## src/rtl/mesh_term_injector.sv

```systemverilog
// Mesh terminal injector: one show-ahead FIFO per mesh edge terminal, with
// destination filtering, an inter-packet gap after each pop, and saturating
// totals of rejected (bad destination) and dropped (overflow) pushes.
module mesh_term_injector #(
  parameter int          ROWS       = 4,
  parameter int          COLUMS     = 4,
  parameter int          pckg_sz    = 40,
  parameter int          fifo_depth = 4,
  parameter logic [7:0]  bdcst      = {8{1'b1}},
  localparam int         DRVS       = ROWS*2 + COLUMS*2,
  localparam int         CW         = $clog2(fifo_depth) + 1
) (
  input  logic                    clk,
  input  logic                    reset,
  input  logic [DRVS-1:0]         push,
  input  logic [DRVS*pckg_sz-1:0] wr_data,
  input  logic [3:0]              gap,
  output logic [DRVS-1:0]         pndng_i_in,
  output logic [DRVS*pckg_sz-1:0] data_out_i_in,
  input  logic [DRVS-1:0]         popin,
  output logic [DRVS-1:0]         full,
  output logic [DRVS*CW-1:0]      count,
  output logic [7:0]              drop_cnt,
  output logic [7:0]              err_cnt
);

  localparam int AW = $clog2(fifo_depth);

  localparam logic [1:0] S_IDLE = 2'd0;
  localparam logic [1:0] S_SEND = 2'd1;
  localparam logic [1:0] S_HOLD = 2'd2;

  localparam logic [3:0] R_MAX  = 4'(ROWS);
  localparam logic [3:0] C_MAX  = 4'(COLUMS);
  localparam logic [3:0] R_LAST = 4'(ROWS + 1);
  localparam logic [3:0] C_LAST = 4'(COLUMS + 1);

  logic [DRVS-1:0] w_err;
  logic [DRVS-1:0] w_drop;

  for (genvar g = 0; g < DRVS; g++) begin : g_term
    logic [pckg_sz-1:0] r_mem [fifo_depth];
    logic [AW-1:0]      r_wr_ptr;
    logic [AW-1:0]      r_rd_ptr;
    logic [CW-1:0]      r_count;
    logic [CW-1:0]      w_count_nxt;
    logic [1:0]         r_state;
    logic [1:0]         w_state_nxt;
    logic [3:0]         r_hold;
    logic [3:0]         w_hold_nxt;
    logic [3:0]         w_row;
    logic [3:0]         w_col;
    logic               w_dst_ok;
    logic               w_full;
    logic               w_pop;
    logic               w_wr;

    assign w_row = wr_data[g*pckg_sz + pckg_sz - 9  -: 4];
    assign w_col = wr_data[g*pckg_sz + pckg_sz - 13 -: 4];

    // Destination is broadcast or a terminal position on the mesh border
    assign w_dst_ok = ({w_row, w_col} == bdcst)
                    | (((w_row == 4'd0) | (w_row == R_LAST)) & (w_col >= 4'd1) & (w_col <= C_MAX))
                    | (((w_col == 4'd0) | (w_col == C_LAST)) & (w_row >= 4'd1) & (w_row <= R_MAX));

    assign w_full      = (r_count == CW'(fifo_depth));
    assign w_pop       = popin[g] & (r_state == S_SEND);
    // A pop in the same cycle frees the slot a full FIFO needs
    assign w_wr        = push[g] & w_dst_ok & (~w_full | w_pop);
    assign w_err[g]    = push[g] & ~w_dst_ok;
    assign w_drop[g]   = push[g] & w_dst_ok & w_full & ~w_pop;
    assign w_count_nxt = r_count + CW'(w_wr) - CW'(w_pop);

    // Next-state: entering SEND on the write itself gives one-cycle visibility
    always_comb begin
      w_state_nxt = r_state;
      w_hold_nxt  = r_hold;
      case (r_state)
        S_IDLE: begin
          if (w_wr) w_state_nxt = S_SEND;
        end
        S_SEND: begin
          if (w_pop) begin
            if (gap != 4'd0) begin
              w_state_nxt = S_HOLD;
              w_hold_nxt  = gap;
            end else if (w_count_nxt != '0) begin
              w_state_nxt = S_SEND;
            end else begin
              w_state_nxt = S_IDLE;
            end
          end
        end
        S_HOLD: begin
          if (r_hold <= 4'd1) begin
            w_state_nxt = (w_count_nxt != '0) ? S_SEND : S_IDLE;
            w_hold_nxt  = '0;
          end else begin
            w_hold_nxt  = r_hold - 4'd1;
          end
        end
        default: w_state_nxt = S_IDLE;
      endcase
    end

    // Pointers, occupancy and FSM state
    always_ff @(posedge clk) begin
      if (reset) begin
        r_wr_ptr <= '0;
        r_rd_ptr <= '0;
        r_count  <= '0;
        r_state  <= S_IDLE;
        r_hold   <= '0;
      end else begin
        if (w_wr)  r_wr_ptr <= r_wr_ptr + AW'(1);
        if (w_pop) r_rd_ptr <= r_rd_ptr + AW'(1);
        r_count <= w_count_nxt;
        r_state <= w_state_nxt;
        r_hold  <= w_hold_nxt;
      end
    end

    // Packet storage; contents are don't-care until pointed to
    always_ff @(posedge clk) begin
      if (!reset && w_wr) r_mem[r_wr_ptr] <= wr_data[g*pckg_sz +: pckg_sz];
    end

    assign pndng_i_in[g]                      = (r_state == S_SEND);
    assign data_out_i_in[g*pckg_sz +: pckg_sz] = (r_state == S_SEND) ? r_mem[r_rd_ptr] : '0;
    assign full[g]                            = w_full;
    assign count[g*CW +: CW]                  = r_count;
  end

  logic [15:0] w_err_n;
  logic [15:0] w_drop_n;
  logic [15:0] w_err_sum;
  logic [15:0] w_drop_sum;

  // Number of error / overflow events across all terminals this cycle
  always_comb begin
    w_err_n  = '0;
    w_drop_n = '0;
    for (int unsigned i = 0; i < DRVS; i++) begin
      w_err_n  = w_err_n  + 16'(w_err[i]);
      w_drop_n = w_drop_n + 16'(w_drop[i]);
    end
    w_err_sum  = {8'd0, err_cnt}  + w_err_n;
    w_drop_sum = {8'd0, drop_cnt} + w_drop_n;
  end

  // Saturating global counters
  always_ff @(posedge clk) begin
    if (reset) begin
      err_cnt  <= '0;
      drop_cnt <= '0;
    end else begin
      err_cnt  <= (w_err_sum  > 16'd255) ? 8'd255 : w_err_sum[7:0];
      drop_cnt <= (w_drop_sum > 16'd255) ? 8'd255 : w_drop_sum[7:0];
    end
  end

endmodule

```

## config.mk

```make
export PLATFORM = sky130hd
export DESIGN_NAME = mesh_term_injector
export DESIGN_NICKNAME = d
export VERILOG_FILES = /design/src/rtl/mesh_term_injector.sv
export SDC_FILE = /design/constraint.sdc
export NUM_CORES = 2
export LEC_CHECK = 0
export CORE_AREA = 2 2 550 552
export CTS_CLUSTER_SIZE = 40
export DETAILED_ROUTE_END_ITERATION = 8
export DIE_AREA = 0 0 552 554
export PLACE_DENSITY_LB_ADDON = 0.3
export SETUP_SLACK_MARGIN = 0.1
export SYNTH_ARGS = -nofsm -noshare
export SYNTH_HDL_FRONTEND = slang
export SYNTH_SLANG_ARGS = --single-unit
```

## constraint.sdc

```tcl
create_clock -name clk -period 12.8 [get_ports clk]
set_input_delay 1.28 -clock clk [delete_from_list [all_inputs] [get_ports clk]]
set_output_delay 1.28 -clock clk [all_outputs]
set_load 0.005 [all_outputs]
```

Word-level counts from Yosys, hierarchy flattened
Memories as Yosys holds them, arrays and structs flattened. A register that Yosys moved wholly into a read port is not among the register bits.
Index checks and enable logic that the tools add are counted.
- register bits after elaboration: 224
- bits in writable memories: 2560
- logic and storage cells: 1097
- memories kept: 16
- input port bits: 678
- memories (name ; depth ; bits a word ; read ports ; clocked after Yosys merged registers in ; write ports ; RTL line ; text):
    g_term[0].r_mem ; 4 ; 40 ; 1 ; 1 ; 1 ; 42 ; logic [pckg_sz-1:0] r_mem [fifo_depth];
    g_term[10].r_mem ; 4 ; 40 ; 1 ; 1 ; 1 ; 42 ;
    g_term[11].r_mem ; 4 ; 40 ; 1 ; 1 ; 1 ; 42 ;
    g_term[12].r_mem ; 4 ; 40 ; 1 ; 1 ; 1 ; 42 ;
    g_term[13].r_mem ; 4 ; 40 ; 1 ; 1 ; 1 ; 42 ;
    g_term[14].r_mem ; 4 ; 40 ; 1 ; 1 ; 1 ; 42 ;
    10 more memories ; -- ; -- ; -- ; -- ; -- ; -- ;
- $lt $le $gt $ge: 82
- add/sub/neg operators: 112
- mux-type cells: 227
- equal/unequal tests: 160
- bitwise operators: 288
- reductions and logical operators: 130
- operator list (kind ; count):
    $mux 40 ; 16
    $mux 2 ; 96
    $and 1x1->1 ; 160
    $mux 4 ; 33
    $eq 4x3->1 const B ; 32
    $eq 8x8->1 const B ; 16
    $ge 4x1->1 const B ; 32
    $le 4x3->1 const B ; 32
    $logic_not 4->1 ; 32
    $pmux 4 s2 ; 16
    $pmux 2 s3 ; 16
    $reduce_and 3->1 ; 32
    $or 1x1->1 ; 80
    $add 2x1->2 const B ; 32
    $le 4x1->1 const B ; 16
    $ne 2x1->1 const B ; 32
    $ne 2x2->1 const B ; 32
    $sub 4x1->4 const B ; 16
    $add 3x1->3 ; 16
    $eq 3x3->1 const B ; 16
    $mux 1 ; 48
    $not 1->1 ; 48
    $reduce_bool 3->1 ; 16
    $sub 3x1->3 ; 16
    other kinds (25) ; 118

Longest topological paths before layout
- depth in word-level cells: 27
- depth in mapped cells: 19
- depth with buffers taken out: 19

Least setup slack after synthesis
Ideal clock, no wire load.
- kind: in2reg
- from: input port wr_data[231]
- to: memory g_term[5].r_mem[0][0], enable pin
- stages on the path: 4
- data arrival time: 6.098 ns
- library setup time: 0.551 ns
- setup slack: 6.151 ns
- buffers on the path: 0
- path through: nand4_1 -> o211ai_1 -> nand2_1 -> nor4b_1
- word-level cells in the longest chain between the ends: 11
- elaborated cells on any way between the ends: 17
- classes of those cells: order compare: 2; eq/ne: 2; mux: 2; bitwise: 9; reduce/logical: 2
- RTL lines (what ; RTL line ; text):
    start, declared ; 16 ; input logic [DRVS*pckg_sz-1:0] wr_data,
    $eq 4x3->1 / $logic_not 4->1 (equally long branches) ; 63 ; | (((w_row == 4'd0) | (w_row == R_LAST)) & (w_col >= 4'd1) & (w_col <= C_MAX))
    $or 1x1->1 ; 63 ;
    $and 1x1->1 (2 in a row) ; 63 ;
    $or 1x1->1 ; 63 ;
    $or 1x1->1 (*) ; 64 ; | (((w_col == 4'd0) | (w_col == C_LAST)) & (w_row >= 4'd1) & (w_row <= R_MAX));
    $and 1x1->1 (*) (2 in a row) ; 69 ; assign w_wr = push[g] & w_dst_ok & (~w_full | w_pop);
    $logic_and 1x1->1 (*) ; 125 ; if (!reset && w_wr) r_mem[r_wr_ptr] <= wr_data[g*pckg_sz +: pckg_sz];
    $mux 1 (*) ; 125 ;
    $mux 1 (not written as such) (*) ; 125 ;
    end, declared ; 42 ;
Every way passes the cells marked *; elsewhere a longest branch is shown, timed or not.

Worst setup path in the final report
- from: input port wr_data[265]
- to: register err_cnt[5]
- word-level cells in the longest chain between the ends: 20
- elaborated cells on any way between the ends: 27
- classes of those cells: add/sub: 11; order compare: 3; eq/ne: 2; mux: 1; bitwise: 9; reduce/logical: 1
- RTL lines (what ; RTL line ; text):
    $ge 4x1->1, or another cell as far along ; 63 ;
    $and 1x1->1 / $or 1x1->1 (equally long branches) ; 63, 64 ;
    $and 1x1->1, on equally long branches ; 63, 64 ;
    $or 1x1->1 / $and 1x1->1 (equally long branches) ; 63, 64 ;
    $or 1x1->1 (*) ; 64 ;
    $not 1->1 (*) ; 70 ; assign w_err[g] = push[g] & ~w_dst_ok;
    $and 1x1->1 (*) ; 70 ;
    $add 6x1->7 (*) ; 144 ; w_err_n = w_err_n + 16'(w_err[i]);
    [4 not listed] ; -- ;
    $add 11x1->12 (*) ; 144 ;
    $add 12x1->13 (*) ; 144 ;
    $add 13x1->14 (*) ; 144 ;
    $add 14x1->15 (*) ; 144 ;
    $add 15x1->16 (*) ; 144 ;
    $add 8x16->16 (*) ; 147 ; w_err_sum = {8'd0, err_cnt} + w_err_n;
    $gt 16x8->1 ; 157 ; err_cnt <= (w_err_sum > 16'd255) ? 8'd255 : w_err_sum[7:0];
    $mux 8 (*) ; 157 ;
    end signal, assigned ; 157 ;
    end, declared ; 24 ; output logic [7:0] err_cnt
Marks and branches as above.
A chain may end at the register's enable or synchronous reset.

==> results.toml <==
[outcome]
status = "complete, no violations"

[critical_path]
critical_path_class = "input pin to flop"
cp_max_fo = 8
r2r_slack_ps = 6530
startpoint_type = "input pin"
cp.required_ps = 13570
critPathCaptureType = "flop"
crit_arrival_ps = 7540

[global_route]
globalRouteMet1Util_pct = 25.3
grt_overflow_total = 0
grt_max_degree = 60
antenna_found_initial = 130
grt_pass1_wl_um = 470000
grt_usage_pct = 21.3
grt_use_met2_pct = 35.3
grt_use_met3_pct = 7.94
top_usage_layer = "met2"
grt_pass1_vias = 63954

[clock_network]
clkTransAtPathRegs_ps = 60
cts_sinks = 2816
clockBufferDepth = 4
cts_hold_buf = 0
cts_setup_buffers = 0
cts_tree = "done"
h-tree-depth = 5
cts_resized = 0
cts-root-buf = "clkbuf_16"
clkLatencyLatePin_ps = 880
cts_buffers = 305

[route]
via_per_inst = 5.27
drtAntennaViolNets = 0
drtIter0Drc = 5320
wl_per_cell_um = 28.2
drt_pre_antenna_iters = 5
wirelength_um = 334000
via_count = 62444
drc = 0

[floorplan]
core.rowCount = 201
pin_count = 1414
start_util_pct = 37.7
die_area_sq_um = 306000
die_height_um = 554
coreArea_sq_um = 299000
die_w_um = 552

[cells_and_area]
nets = 8445
mostFrequentLayoutCells = "2560 x edfxtp_1, 1408 x clkdlybuf4s50_1, 640 x mux4_2, 563 x and2_1, 310 x clkbuf_16"
n_fill_cell = 24960
drive_above_1_share_pct = 17.1
area_delta_synth_final_pct = 25.7
layout_commonest_cell = "edfxtp_1"

[sta]
period_share_pct = 52.9
fin_tns_setup_ps = 0
slew_headroom_pct = 18.3
skew_ps = 36.1
setup_ws_ps = 6030
finalMaxSlewViolations = 0
max_freq_ghz = 0.148
min_period_ps = 6770
tightest_slew_ps = 1220
rsz0062_at_grt = "no"
setup_violations = 0
hold_violations = 0

[synth]
seq_area_frac_synth_pct = 72.7
synth_cell_types = 69
synth_nets = 6886
ys_dominant_reg_cell = "edfxtp_1"
postSynthCellCount = 6027
syn_area_sq_um = 113000
ys_seq_elements = 2816
synth_edf_count = 2560
syn_area_per_cell_sq_um = 18.7
synthArstFlopShare_pct = 0
yosysWarningCount = 0

[place]
dp_hpwl_um = 231000
place_congestion = 0.851
io_buffer_count = 1413
dpl_worst_slack_ps = 5130

[job]
max_cap_violations = 0

[pwr]
peakVddDrop_v = 0.000107
power_density_nw_per_um2 = 140
p_leak_nw = 45.5

[worst_hold_path]
hp-class = "flop to flop"
## power breakdown
part,total (mW),switching (mW),internal (mW)
registers,10.1,0.0343,10.1
logic,1.06,0.545,0.512
clock network,8.61,3.68,4.93
## registers in the layout, summed over array words and instances, names as in the netlist, named ones only
register / count
drop_cnt: 8
err_cnt: 8
g_term.r_count: 48
g_term.r_hold: 64
g_term.r_mem: 2560
g_term.r_rd_ptr: 32
g_term.r_state: 32
g_term.r_wr_ptr: 32
## critical path: stages
cell             delay [ps]
clkdlybuf4s50_1         560
or3_1                   420
nand4_1                 130
nand3_1                 260
nor2_1                  850
fa_1                    570
inv_1                    80
fa_1                    430
fa_1                    570
inv_1                    70
fa_1                    530
inv_1                    60
fa_1                    450
fa_1                    430
nor2b_1                 130
o21a_1                  140
o21a_1                  200
nor2_1                   60
o311ai_0                300
## worst paths after layout
check                  startpoint  depth (start not counted)                   to
min reg2reg   g_term[1].r_hold[3]                          2  g_term[1].r_hold[3]
min           g_term[1].r_hold[3]                          2  g_term[1].r_hold[3]
max reg2reg  g_term[6].r_state[1]                         16          drop_cnt[5]
max                  wr_data[265]                         19           err_cnt[5]
## synth_stat cells (6+ instances only)
cell type  instances  area share (%)
edfxtp_1        2560              68
mux4_2           640              13
and2_1           578             3.2
dfxtp_1          256             4.5
nor2_1           222            0.74
inv_1            162            0.54
clkbuf_1         157            0.52
ha_1             141             1.6
nor2b_1          138            0.77
o21ai_0          120            0.53
nand2_1          108            0.36
a21oi_1           85            0.38
nand4_1           79            0.44
buf_2             78            0.35
xnor2_1           58            0.45
nor3_1            57            0.25
nand3_1           52            0.23
nor3b_1           44            0.29
nand2b_1          42            0.23
fa_1              40            0.71
o31ai_1           33            0.22
or3_1             33            0.18
buf_1             30            0.10
xor2_1            29            0.23
o211ai_1          27            0.18
a211oi_1          24            0.16
and3_1            23            0.13
buf_4             17            0.11
or2_2             16           0.089
a21o_1            13           0.087
mux2i_1           12            0.11
nor4bb_1          12            0.11
and3b_1           11           0.085
nand3b_1          11           0.073
xnor3_1           11            0.22
a31oi_1            9           0.050
a22oi_1            8           0.053
a311o_1            6           0.053
a31o_2             6           0.047
mux2_2             6           0.060
o21ai_1            6           0.027
o21bai_1           6           0.040
## logic make-up after synthesis
family / Yosys count / synth area share (%)
buffers and inverters: 448 / 1.66
adder cells (fa/ha/maj): 181 / 2.28
AO/OA/AOI/OAI: 378 / 2.11
flip-flops: 2816 / 72.7
multiplexers: 658 / 13.0
AND/OR/NAND/NOR: 1448 / 7.37
XOR/XNOR: 98 / 0.896
## per-layer routing
layer | wire, um | up-vias
met2 | 162000 | 2378
met4 | 12600 | 84
met5 | 536 | -
li1 | - | 26890
met3 | 32600 | 606
met1 | 126000 | 32486
## metrics by stage
stage	hold slack, ps	instances	total power [mW]	utilization, %	area [sq um]
final	490	11851	19.8	47.3	142000
after global routing	519	11812	20.4	47.3	142000
after global placement	464	11237	11.3	44.0	132000
after CTS	491	11786	20.0	47.3	142000
after detailed placement	483	11237	11.4	44.0	132000
after floorplan	448	6027	10.7	-	113000
## area by class of cell
cell class / count / area [sq um] / share of cell area, %
Antenna cell: 65 / 163 / 0.115
Clock buffer: 397 / 8210 / 5.79
Clock inverter: 152 / 1520 / 1.07
Inverter: 162 / 609 / 0.430
Multi-Input combinational cell: 2763 / 29100 / 20.5
Sequential cell: 2816 / 82000 / 57.9
Tap cell: 3958 / 4950 / 3.50
Timing Repair Buffer: 1538 / 15100 / 10.6
Power figures use the tool's default switching activity.
